[config.mk]
export PLATFORM = sky130hd
export DESIGN_NAME = fcmp_scheduler
export DESIGN_NICKNAME = d
export VERILOG_FILES = /design/src/rtl/fpu_pkg.sv /design/src/rtl/fcmp_core.sv /design/src/rtl/fcmp_scheduler.sv
export SDC_FILE = /design/constraint.sdc
export NUM_CORES = 1
export LEC_CHECK = 0
export ABC_AREA = 1
export CAP_MARGIN = 20
export CELL_PAD_IN_SITES_DETAIL_PLACEMENT = 1
export CELL_PAD_IN_SITES_GLOBAL_PLACEMENT = 2
export CORE_MARGIN = 1
export CORE_UTILIZATION = 26
export DETAILED_ROUTE_END_ITERATION = 8
export PLACE_DENSITY = 0.83
export SKIP_LAST_GASP = 1
export SYNTH_ARGS = -nofsm -noshare
export SYNTH_HDL_FRONTEND = slang
export SYNTH_SLANG_ARGS = --single-unit
[constraint.sdc]
create_clock -name clk -period 9.2 [get_ports clk]
set_clock_uncertainty 0.2 [all_clocks]
set_input_delay 2.3 -clock clk [delete_from_list [all_inputs] [get_ports clk]]
set_output_delay 2.3 -clock clk [all_outputs]
set_load 0.02 [all_outputs]
[src/rtl/fpu_pkg.sv]
// Shared encodings and format constants for the FP compare scheduler.
// Exponent/mantissa widths are derived from the operand bus width.
package fpu_pkg;

  typedef enum logic [1:0] {
    FCMP_FEQ  = 2'b00,
    FCMP_FLT  = 2'b01,
    FCMP_FLE  = 2'b10,
    FCMP_RSVD = 2'b11
  } fcmp_op_e;

  typedef enum logic [1:0] {
    IDLE = 2'b00,
    EXEC = 2'b01,
    RESP = 2'b10
  } fcmp_state_e;

  localparam int EXP_W_D = 11;
  localparam int MAN_W_D = 52;
  localparam int EXP_W_S = 8;
  localparam int MAN_W_S = 23;

  localparam logic [EXP_W_D-1:0] EXP_ONES_D = '1;
  localparam logic [EXP_W_S-1:0] EXP_ONES_S = '1;

  function automatic int fcmp_exp_w(input int bw);
    return (bw == 32) ? EXP_W_S : EXP_W_D;
  endfunction

  function automatic int fcmp_man_w(input int bw);
    return (bw == 32) ? MAN_W_S : MAN_W_D;
  endfunction

endpackage

[src/rtl/fcmp_core.sv]
// Combinational RISC-V FEQ/FLT/FLE core: NaN-masked lt/eq plus the NV flag for the op.
// Only BUS_WIDTH 32 (binary32) and 64 (binary64) are meaningful.
module fcmp_core
  import fpu_pkg::*;
#(
  parameter int BUS_WIDTH = 64
) (
  input  logic [BUS_WIDTH-1:0] in1,
  input  logic [BUS_WIDTH-1:0] in2,
  input  fcmp_op_e             op,
  output logic                 lt,
  output logic                 eq,
  output logic                 nv
);

  localparam int EW = fcmp_exp_w(BUS_WIDTH);
  localparam int MW = fcmp_man_w(BUS_WIDTH);
  localparam logic [EW-1:0] EXP_ONES = (BUS_WIDTH == 32) ? EW'(EXP_ONES_S) : EW'(EXP_ONES_D);

  logic          a_s, b_s;
  logic [EW-1:0] a_e, b_e;
  logic [MW-1:0] a_m, b_m;
  logic          a_nan, b_nan, a_snan, b_snan, any_nan, any_snan;
  logic          both_zero, mag_lt, mag_gt, raw_lt, raw_eq;

  always_comb begin
    a_s = in1[BUS_WIDTH-1];
    b_s = in2[BUS_WIDTH-1];
    a_e = in1[BUS_WIDTH-2 -: EW];
    b_e = in2[BUS_WIDTH-2 -: EW];
    a_m = in1[MW-1:0];
    b_m = in2[MW-1:0];

    a_nan    = (a_e == EXP_ONES) && (a_m != '0);
    b_nan    = (b_e == EXP_ONES) && (b_m != '0);
    a_snan   = a_nan && !a_m[MW-1];
    b_snan   = b_nan && !b_m[MW-1];
    any_nan  = a_nan | b_nan;
    any_snan = a_snan | b_snan;

    // {e,m} as an unsigned integer orders magnitudes for IEEE formats
    both_zero = (in1[BUS_WIDTH-2:0] == '0) && (in2[BUS_WIDTH-2:0] == '0);
    mag_lt    = in1[BUS_WIDTH-2:0] < in2[BUS_WIDTH-2:0];
    mag_gt    = in1[BUS_WIDTH-2:0] > in2[BUS_WIDTH-2:0];

    raw_eq = (in1 == in2) || both_zero;
    if (both_zero)       raw_lt = 1'b0;
    else if (a_s != b_s) raw_lt = a_s;
    else if (!a_s)       raw_lt = mag_lt;
    else                 raw_lt = mag_gt;

    lt = !any_nan && raw_lt;
    eq = !any_nan && raw_eq;

    case (op)
      FCMP_FEQ:          nv = any_snan;
      FCMP_FLT, FCMP_FLE: nv = any_nan;
      default:           nv = 1'b0;
    endcase
  end

endmodule

[src/rtl/fcmp_scheduler.sv]
// Two-requester round-robin front end sharing one FP compare core.
// IDLE accepts one op, EXEC evaluates, RESP holds the response until taken.
module fcmp_scheduler
  import fpu_pkg::*;
#(
  parameter int BUS_WIDTH = 64
) (
  input  logic                 clk,
  input  logic                 rst,
  input  logic                 req0_valid,
  output logic                 req0_ready,
  input  logic [1:0]           req0_op,
  input  logic [BUS_WIDTH-1:0] req0_in1,
  input  logic [BUS_WIDTH-1:0] req0_in2,
  input  logic                 req1_valid,
  output logic                 req1_ready,
  input  logic [1:0]           req1_op,
  input  logic [BUS_WIDTH-1:0] req1_in1,
  input  logic [BUS_WIDTH-1:0] req1_in2,
  output logic                 out_valid,
  input  logic                 out_ready,
  output logic                 out_id,
  output logic [BUS_WIDTH-1:0] out_result,
  output logic                 out_nv
);

  typedef struct packed {
    fcmp_op_e             op;
    logic [BUS_WIDTH-1:0] in1;
    logic [BUS_WIDTH-1:0] in2;
    logic                 id;
  } req_t;

  fcmp_state_e state, state_nxt;
  req_t        req_r;
  logic        rr_ptr, res_r, nv_r;
  logic        grant, accept, deliver, cmp_bit;
  logic        core_lt, core_eq, core_nv;

  fcmp_core #(.BUS_WIDTH(BUS_WIDTH)) u_core (
    .in1 (req_r.in1),
    .in2 (req_r.in2),
    .op  (req_r.op),
    .lt  (core_lt),
    .eq  (core_eq),
    .nv  (core_nv)
  );

  always_comb begin
    grant      = (req0_valid && req1_valid) ? rr_ptr : req1_valid;
    // ready is masked during reset so nothing looks accepted while flops are held
    accept     = (state == IDLE) && (req0_valid || req1_valid) && !rst;
    req0_ready = accept && !grant;
    req1_ready = accept && grant;
    deliver    = (state == RESP) && out_ready;

    case (req_r.op)
      FCMP_FEQ: cmp_bit = core_eq;
      FCMP_FLT: cmp_bit = core_lt;
      FCMP_FLE: cmp_bit = core_lt | core_eq;
      default:  cmp_bit = 1'b0;
    endcase

    state_nxt = state;
    case (state)
      IDLE:    if (accept)  state_nxt = EXEC;
      EXEC:                 state_nxt = RESP;
      RESP:    if (deliver) state_nxt = IDLE;
      default:              state_nxt = IDLE;
    endcase
  end

  always_ff @(posedge clk or posedge rst) begin
    if (rst) begin
      state  <= IDLE;
      rr_ptr <= 1'b0;
      req_r  <= '0;
      res_r  <= 1'b0;
      nv_r   <= 1'b0;
    end else begin
      state <= state_nxt;
      if (accept) begin
        req_r.op  <= grant ? fcmp_op_e'(req1_op) : fcmp_op_e'(req0_op);
        req_r.in1 <= grant ? req1_in1 : req0_in1;
        req_r.in2 <= grant ? req1_in2 : req0_in2;
        req_r.id  <= grant;
      end
      if (state == EXEC) begin
        res_r <= cmp_bit;
        nv_r  <= core_nv;
      end
      if (deliver) rr_ptr <= ~req_r.id;
    end
  end

  assign out_valid  = (state == RESP);
  assign out_id     = req_r.id;
  assign out_result = {{(BUS_WIDTH-1){1'b0}}, res_r};
  assign out_nv     = nv_r;

endmodule

==> results.json, run 1 <==
{
  "p_switching_mw": 1.40,
  "stdcell_count": 1890,
  "reg2reg_setup_slack_ns": 5.31,
  "first_global_vias": 8918,
  "power_frac_seq_pct": 33.4,
  "drt_pass1_iterations": 4,
  "dieArea_um2": 34400,
  "status": "finished clean",
  "finalMaxSlewViolations": 0,
  "final_util_pct": 37.1,
  "yosysUniqueCellTypes": 29,
  "wl_per_cell_um": 16.6,
  "portBuffers": 270,
  "swShare_pct": 43.2,
  "cts_buffers": 17,
  "drv_cap": 0,
  "layout_commonest_cell": "nand2_1",
  "postCtsHoldBufs": 0,
  "critPathMaxFanout": 39,
  "post_cts_buffers": 0,
  "drive_gt1_share_pct": 2.90,
  "most-common-layout-cells": "nand2_1, clkdlybuf4s50_1, dfrtp_1",
  "start_kind": "input pin",
  "p_leak_nw": 5.49,
  "via_per_inst": 4.48,
  "peakVddDrop_uv": 122,
  "htreeDepth": 4,
  "setup_ws_ns": 1.71,
  "path_clk_slew_ns": 0.06,
  "rsz0062_at_grt": "false",
  "seqCellArea_um2": 3400,
  "required_ns": 6.70,
  "fillers": 4025,
  "cts.sinks": 136,
  "yosys_warnings": 0,
  "grt-ovfl-total": 0,
  "crit_arrival_ns": 4.99,
  "chipWidth_um": 185,
  "postRouteAntennaNets": 0,
  "vias": 8468,
  "comb_power_share_pct": 46.5,
  "critical_path_class": "in2out",
  "pwr-share-clk_pct": 20.1,
  "design.core.area_um2": 32800,
  "grt_use_total_pct": 18.8,
  "totalPowerFinal_mw": 3.23,
  "start_util_pct": 26.7,
  "finalNetCount": 1769,
  "fmax_mhz": 133,
  "relSlewSlack_pct": 27.6,
  "fin_hold_ws_ns": 0.296,
  "cts_root_buf": "clkbuf_16",
  "die_h_um": 185,
  "dp.cells": 1860,
  "tightest_slew_ns": 1.08,
  "ctsResizeCount": 0,
  "grt_antenna_before_repair": 4,
  "setup-violations-final": 0,
  "finalInstanceArea_um2": 12200,
  "dp_slack_ns": 1.65,
  "syn_area_um2": 8740,
  "end_kind": "output port",
  "gp_congestion": 0.800,
  "synth.avg_cell_area_um2": 7.38,
  "tns_ns": 0,
  "hold_viol_final": 0,
  "rows": 66,
  "cts_tree": "built",
  "ys_ff_latch": 136,
  "place_area_um2": 11600,
  "dp_hpwl_mm": 24.3,
  "drtIter0Drc": 322,
  "cts_buffer_depth": 2,
  "p_int_mw": 1.84,
  "pin_count": 334,
  "clkLatencyLatePin_ns": 0.42,
  "syn2layout_area_growth_pct": 39.2,
  "grt_max_degree": 90,
  "netlist_instances": 1185,
  "power_density_nw_per_um2": 266,
  "seq_area_frac_synth_pct": 38.9,
  "period_minus_slack_ns": 7.49,
  "wl_mm": 31.4,
  "hp-class": "reg2reg",
  "finalCritPeriodShare_pct": 81.5,
  "multi_input_area_um2": 4460,
  "grt_pass1_wl_mm": 49.1,
  "drc": 0
}
## final timing paths
kind,end,cells past startpoint,startpoint
max,req0_ready,6,req0_valid
min,out_nv,2,out_nv
max reg2reg,req_r[11],8,state[0]
min reg2reg,out_nv,2,out_nv
max in group asynchronous,req_r[88],3,rst
min in group asynchronous,req_r[42],2,rst
## cell families after synthesis
kind of cell	count (synthesis)	synth area share (%)
AO/OA/AOI/OAI	117	9.26
XOR/XNOR	1	0.100
flip-flops	136	38.9
buffers and inverters	225	12.7
AND/OR/NAND/NOR	638	29.3
other	1	0.0429
adder cells (fa/ha/maj)	67	9.59
## cell usage after synthesis
master	number	area share [%]
a21oi_1	23	1.3
a22o_1	1	0.10
o21ai_0	5	0.29
nor2_1	97	4.2
buf_2	21	1.2
o211ai_1	82	7.0
nor2_2	1	0.072
nor4_4	1	0.24
nor4_1	2	0.14
xor2_1	1	0.10
inv_2	1	0.043
buf_4	64	5.5
clkinv_1	1	0.043
o21a_1	1	0.086
nand4_1	11	0.79
conb_1	1	0.043
nor3_1	6	0.34
nand3_1	81	4.6
inv_1	117	5.0
buf_1	3	0.13
or2_2	1	0.072
ha_1	67	9.6
nand3b_1	1	0.086
clkbuf_1	18	0.77
a21o_1	4	0.34
dfrtp_1	136	39
and3_1	1	0.072
o21bai_1	1	0.086
nand2_1	436	19
## sequential cells by signal (all words and copies together) (netlist names)
register  flops
res_r         1
state         2
out_id        1
req_r       130
out_nv        1
rr_ptr        1
## power groups by stage
| stage | Clock, mW | Combinational (mW) | Sequential [mW] |
|---|---|---|---|
| 2_1_floorplan | 0 | 1.04 | 1.00 |
| 3_3_place_gp | 0 | 1.49 | 1.08 |
| 3_5_place_dp | 0 | 1.53 | 1.09 |
| 4_1_cts | 0.669 | 1.55 | 1.08 |
| 5_1_grt | 0.689 | 1.76 | 1.11 |
| 6_report | 0.650 | 1.50 | 1.08 |
## critical path, stage by stage
cell and delay [ns]:
clkdlybuf4s50_1 0.48, inv_1 0.04, o21ai_0 0.82, nand2_1 0.25, inv_4 0.38, clkdlybuf4s50_1 0.69
## layout make-up
cell class	count	area share, %
inverters	119	3.73
well taps	442	4.55
clock inverters	12	0.885
diodes	1	0.0206
multi-input cells	886	36.7
flip-flops and latches	136	28.0
repair buffers	277	22.6
clock buffers	17	3.50
## metal layers
| layer | track usage [%] | share of wire, % | vias to the layer above |
|---|---|---|---|
| li1 | - | - | 4195 |
| met1 | 24.0 | 45 | 4025 |
| met2 | 32.1 | 48 | 222 |
| met3 | 3.54 | 5.2 | 24 |
| met4 | 5.09 | 1.5 | 2 |
| met5 | 0 | 0.035 | - |
(Power assumes the default switching activity.)
==> run 2, diff against run 1 <==
- CORE_UTILIZATION: 26 -> 22
- PLACE_DENSITY: 0.83 -> 0.75
- clock period: 9.2 -> 6.26 ns (I/O delays scaled with it)
==> results.json, run 2 (synthesis results as in run 1) <==
{
  "pin_count": 334,
  "portBuffers": 270,
  "gp_congestion": 0.796,
  "rsz0062_at_grt": "false",
  "vias": 8489,
  "reg2regPathDepth": 7,
  "status": "finished clean",
  "critical_path_class": "in2out",
  "setup-violations-final": 0,
  "postCtsHoldBufs": 0,
  "crit_arrival_ns": 3.58,
  "cts_root_buf": "clkbuf_16",
  "path_clk_slew_ns": 0.06,
  "drtIter0Drc": 291,
  "tightest_slew_ns": 1.01,
  "die_h_um": 201,
  "cts_buffer_depth": 2,
  "finalInstanceArea_um2": 12300,
  "tns_ns": 0,
  "period_minus_slack_ns": 5.35,
  "met1_usage_pct": 22.6,
  "multi_input_area_um2": 4460,
  "layout_commonest_cell": "nand2_1",
  "dp_hpwl_mm": 25.4,
  "r2r_start": "state[0]",
  "dieArea_um2": 40500,
  "power_frac_seq_pct": 33.5,
  "fillers": 4754,
  "seqCellArea_um2": 3400,
  "drive_gt1_share_pct": 2.76,
  "finalNetCount": 1772,
  "clkLatencyLatePin_ns": 0.43,
  "p_int_mw": 2.73,
  "via_per_inst": 4.32,
  "drt_pass1_iterations": 4,
  "start_util_pct": 22.5,
  "drc": 0,
  "cts_tree": "built",
  "place_area_um2": 11700,
  "fmax_mhz": 187,
  "fin_hold_ws_ns": 0.303,
  "drv_cap": 0,
  "design.core.area_um2": 38900,
  "cts_buffers": 17,
  "cts.sinks": 136,
  "swShare_pct": 42.8,
  "largest_register_ffs": 130,
  "comb_power_share_pct": 46.4,
  "critPathLaunch": "rst",
  "hp-class": "reg2reg",
  "syn2layout_area_growth_pct": 40.4,
  "grt_max_degree": 82,
  "wl_mm": 33.3,
  "grt_use_total_pct": 16.7,
  "postRouteAntennaNets": 0,
  "grt-ovfl-total": 0,
  "start_kind": "input pin",
  "reg.largest.list": "req_r (130), state (2)",
  "p_switching_mw": 2.04,
  "finalCritPeriodShare_pct": 85.4,
  "wl_per_cell_um": 16.9,
  "critPathMaxFanout": 4,
  "hold_start": "out_nv",
  "pwr-share-clk_pct": 20.1,
  "use_met2_pct": 27.6,
  "hold_viol_final": 0,
  "top_register": "req_r",
  "post_cts_buffers": 0,
  "met3_usage_pct": 3.05,
  "grt_antenna_before_repair": 1,
  "chipWidth_um": 201,
  "relSlewSlack_pct": 32.5,
  "power_density_nw_per_um2": 389,
  "required_ns": 4.49,
  "peakVddDrop_uv": 123,
  "whs_path_depth": 2,
  "finalMaxSlewViolations": 0,
  "htreeDepth": 4,
  "end_kind": "output port",
  "most-common-layout-cells": "nand2_1, clkdlybuf4s50_1, dfrtp_1",
  "p_leak_nw": 5.50,
  "grt_pass1_wl_mm": 51.9,
  "rows": 72,
  "first_global_vias": 9067,
  "ctsResizeCount": 0,
  "top_usage_layer": "met2"
}
## run 2: changes by cell type in the layout (fill, tap and decap cells not counted), sizes merged
cell / before / now
clkinvlp: 3 / 1
clkinv: 7 / 2
buf: 7 / 10
inv: 120 / 119
clkbuf: 17 / 23
## run 2: worst max-delay path: stages
cell             delay [ns]
clkdlybuf4s50_1        0.53
nor4_4                 0.50
nand2_1                0.27
inv_4                  0.11
clkdlybuf4s50_1        0.60
## run 2: path summary, 6_finish.rpt
path	endpoint	slack [ns]
max	req0_ready	0.91
min	out_nv	0.30
max reg2reg	req_r[14]	2.89
min reg2reg	out_nv	0.30
max in group asynchronous	req_r[124]	3.29
min in group asynchronous	req_r[39]	1.42
## run 2: metrics by stage
step | util, % | total power, mW | std cells | worst slack (ns)
final | 31.5 | 4.77 | 1967 | 0.913
after global routing | 31.5 | 5.24 | 1966 | 0.747
after CTS | 31.5 | 4.88 | 1966 | 0.844
after detailed placement | 30.2 | 3.87 | 1939 | 0.859
after global placement | 30.2 | 3.83 | 1939 | 0.841
after floorplan | - | 3.00 | 1247 | 0.856
## run 2: power by group through the flow
stage | sequential (mW) | clock, mW | combinational, mW
2_1_floorplan | 1.47 | 0 | 1.53
3_3_place_gp | 1.61 | 0 | 2.22
3_5_place_dp | 1.61 | 0 | 2.26
4_1_cts | 1.61 | 0.995 | 2.28
5_1_grt | 1.65 | 1.03 | 2.56
6_report | 1.60 | 0.961 | 2.21
## run 2: layer usage
metal	wire, µm	part of all wire (%)
met5	0	0
met4	328	0.98
met3	1270	3.8
met1	16000	48
met2	15700	47
## run 2: cell type report
cell class / instances / share of cell area, %
inverters: 119 / 3.70
well taps: 518 / 5.28
clock buffers: 23 / 3.89
multi-input cells: 886 / 36.4
diodes: 1 / 0.0204
flip-flops and latches: 136 / 27.7
clock inverters: 4 / 0.387
repair buffers: 280 / 22.6
==> run 3, diff against run 2 <==
- ABC_AREA: 1 -> default
- CORE_UTILIZATION: 22 -> 23
- PLACE_DENSITY: 0.75 -> 0.73
==> results.json, run 3 <==
{
  "dp_hpwl_mm": 21.6,
  "finalMaxSlewViolations": 0,
  "most-common-layout-cells": "clkdlybuf4s50_1, nand2_1, dfrtp_1",
  "async_reset_ff_share_pct": 100,
  "status": "finished clean",
  "cts_buffer_depth": 2,
  "drtIter0Drc": 305,
  "hold_viol_final": 0,
  "via_per_inst": 4.31,
  "syn2layout_area_growth_pct": 41.7,
  "largest_register_ffs": 130,
  "postCtsHoldBufs": 0,
  "crit_arrival_ns": 3.43,
  "relSlewSlack_pct": 23.5,
  "netlist_instances": 951,
  "place_area_um2": 11700,
  "gp_congestion": 0.775,
  "period_minus_slack_ns": 5.19,
  "critical_path_class": "in2out",
  "fin_hold_ws_ns": 0.294,
  "drc": 0,
  "grt_antenna_before_repair": 0,
  "drt_pass1_iterations": 4,
  "die_h_um": 197,
  "grt-ovfl-total": 0,
  "post_cts_buffers": 0,
  "hold_start": "out_id",
  "tightest_slew_ns": 1.15,
  "ys.flop_type": "dfrtp_1",
  "design.core.area_um2": 37000,
  "chipWidth_um": 197,
  "end_kind": "output port",
  "finalCritPeriodShare_pct": 83.0,
  "critPathMaxFanout": 4,
  "setup-violations-final": 0,
  "cts_root_buf": "clkbuf_16",
  "critPathLaunch": "rst",
  "top_register": "req_r",
  "drv_cap": 0,
  "cts_buffers": 17,
  "dieArea_um2": 38700,
  "antenna_cells": 0,
  "cts_tree": "built",
  "layout_commonest_cell": "clkdlybuf4s50_1",
  "hp-class": "reg2reg",
  "grt_max_degree": 261,
  "ctsResizeCount": 0,
  "yosys.area.top_type": "dfrtp_1",
  "fmax_mhz": 193,
  "rsz0062_at_grt": "false",
  "wl_mm": 27.6,
  "vias": 7388,
  "finalNetCount": 1530,
  "wl_per_cell_um": 16.1,
  "finalInstanceArea_um2": 12300,
  "peakVddDrop_uv": 173,
  "cts.sinks": 136,
  "seq_area_frac_synth_pct": 39.1,
  "yosys.area.top_type_share_pct": 39.1,
  "syn_area_um2": 8710,
  "first_global_vias": 7759,
  "clkLatencyLatePin_ns": 0.43,
  "power_density_nw_per_um2": 372,
  "synth.avg_cell_area_um2": 9.16,
  "grt_pass1_wl_mm": 42.8,
  "r2r_start": "req_r[97]",
  "synth-edff-count": 0,
  "start_util_pct": 23.6,
  "yosysMostFrequentCell": "nand2_1",
  "synth_area_leaders": "dfrtp_1, mux2i_1, ha_1, o21ai_1, nand2_1",
  "tns_ns": 0,
  "yosysUniqueCellTypes": 44,
  "pin_count": 334,
  "postRouteAntennaNets": 0,
  "path_clk_slew_ns": 0.06,
  "ys_ff_latch": 136,
  "start_kind": "input pin",
  "grt_use_total_pct": 14.4,
  "required_ns": 4.49,
  "yosys_warnings": 0,
  "htreeDepth": 4,
  "drive_gt1_share_pct": 3.72,
  "rows": 70,
  "p_leak_nw": 5.75,
  "yosys-top-cells-count": "nand2_1, dfrtp_1, o21ai_1",
  "portBuffers": 270,
  "reg.largest.list": "req_r (130), state (2)"
}
[run 3: cell families after synthesis]
family,after synthesis,synth area share [%]
xor+xnor,1,0.101
mux,131,15.0
fa+ha+maj,67,9.62
buf+inv,178,10.5
flops,136,39.1
compound gates,192,12.1
simple gates,245,13.5
other cells,1,0.0430
[run 3: per-stage QoR]
stage / total power, mW / std cells / util, % / setup slack, ns
floorplan: 2.83 / 1013 / - / 0.856
global placement: 3.46 / 1682 / 31.6 / 1.08
detailed placement: 3.54 / 1682 / 31.6 / 1.06
CTS: 4.68 / 1713 / 33.3 / 1.05
global route: 5.03 / 1714 / 33.4 / 1.00
finish: 4.59 / 1714 / 33.4 / 1.07
[run 3: critical path: stages]
cell	delay, ns
clkdlybuf4s50_1	0.49
or4_4	0.56
inv_1	0.09
and2_1	0.12
clkdlybuf4s50_1	0.59
[run 3: routing by layer]
layer	global-route usage (%)	vias up	part of all wire, %
li1	-	3690	-
met1	19.3	3497	46
met2	24.1	185	48
met3	2.53	16	4.6
met4	3.53	0	1.1
met5	0	-	0
[run 3: cell type report]
class | count | area (µm²)
clock inverter | 13 | 195
multi-input combinational | 699 | 4640
fill | 4293 | 24600
clock buffer | 18 | 429
tap | 504 | 631
timing repair buffer | 274 | 2780
sequential | 136 | 3400
inverter | 70 | 268
[run 3: power breakdown]
part           switching (mW)  internal [mW]  total, mW
logic                   0.962          0.842       1.80
clock network           0.428          0.672       1.10
registers               0.433           1.25       1.69
[run 3: path summary, 6_finish.rpt]
path / endpoint / slack [ns] / cells after the start
worst min-delay path: rr_ptr / 0.29 / 1
worst max-delay path: req0_ready / 1.07 / 5
max in group asynchronous: res_r / 3.34 / 4
min in group asynchronous: state[0] / 1.40 / 2
worst min register to register: rr_ptr / 0.29 / 1
worst max register to register: res_r / 2.74 / 9
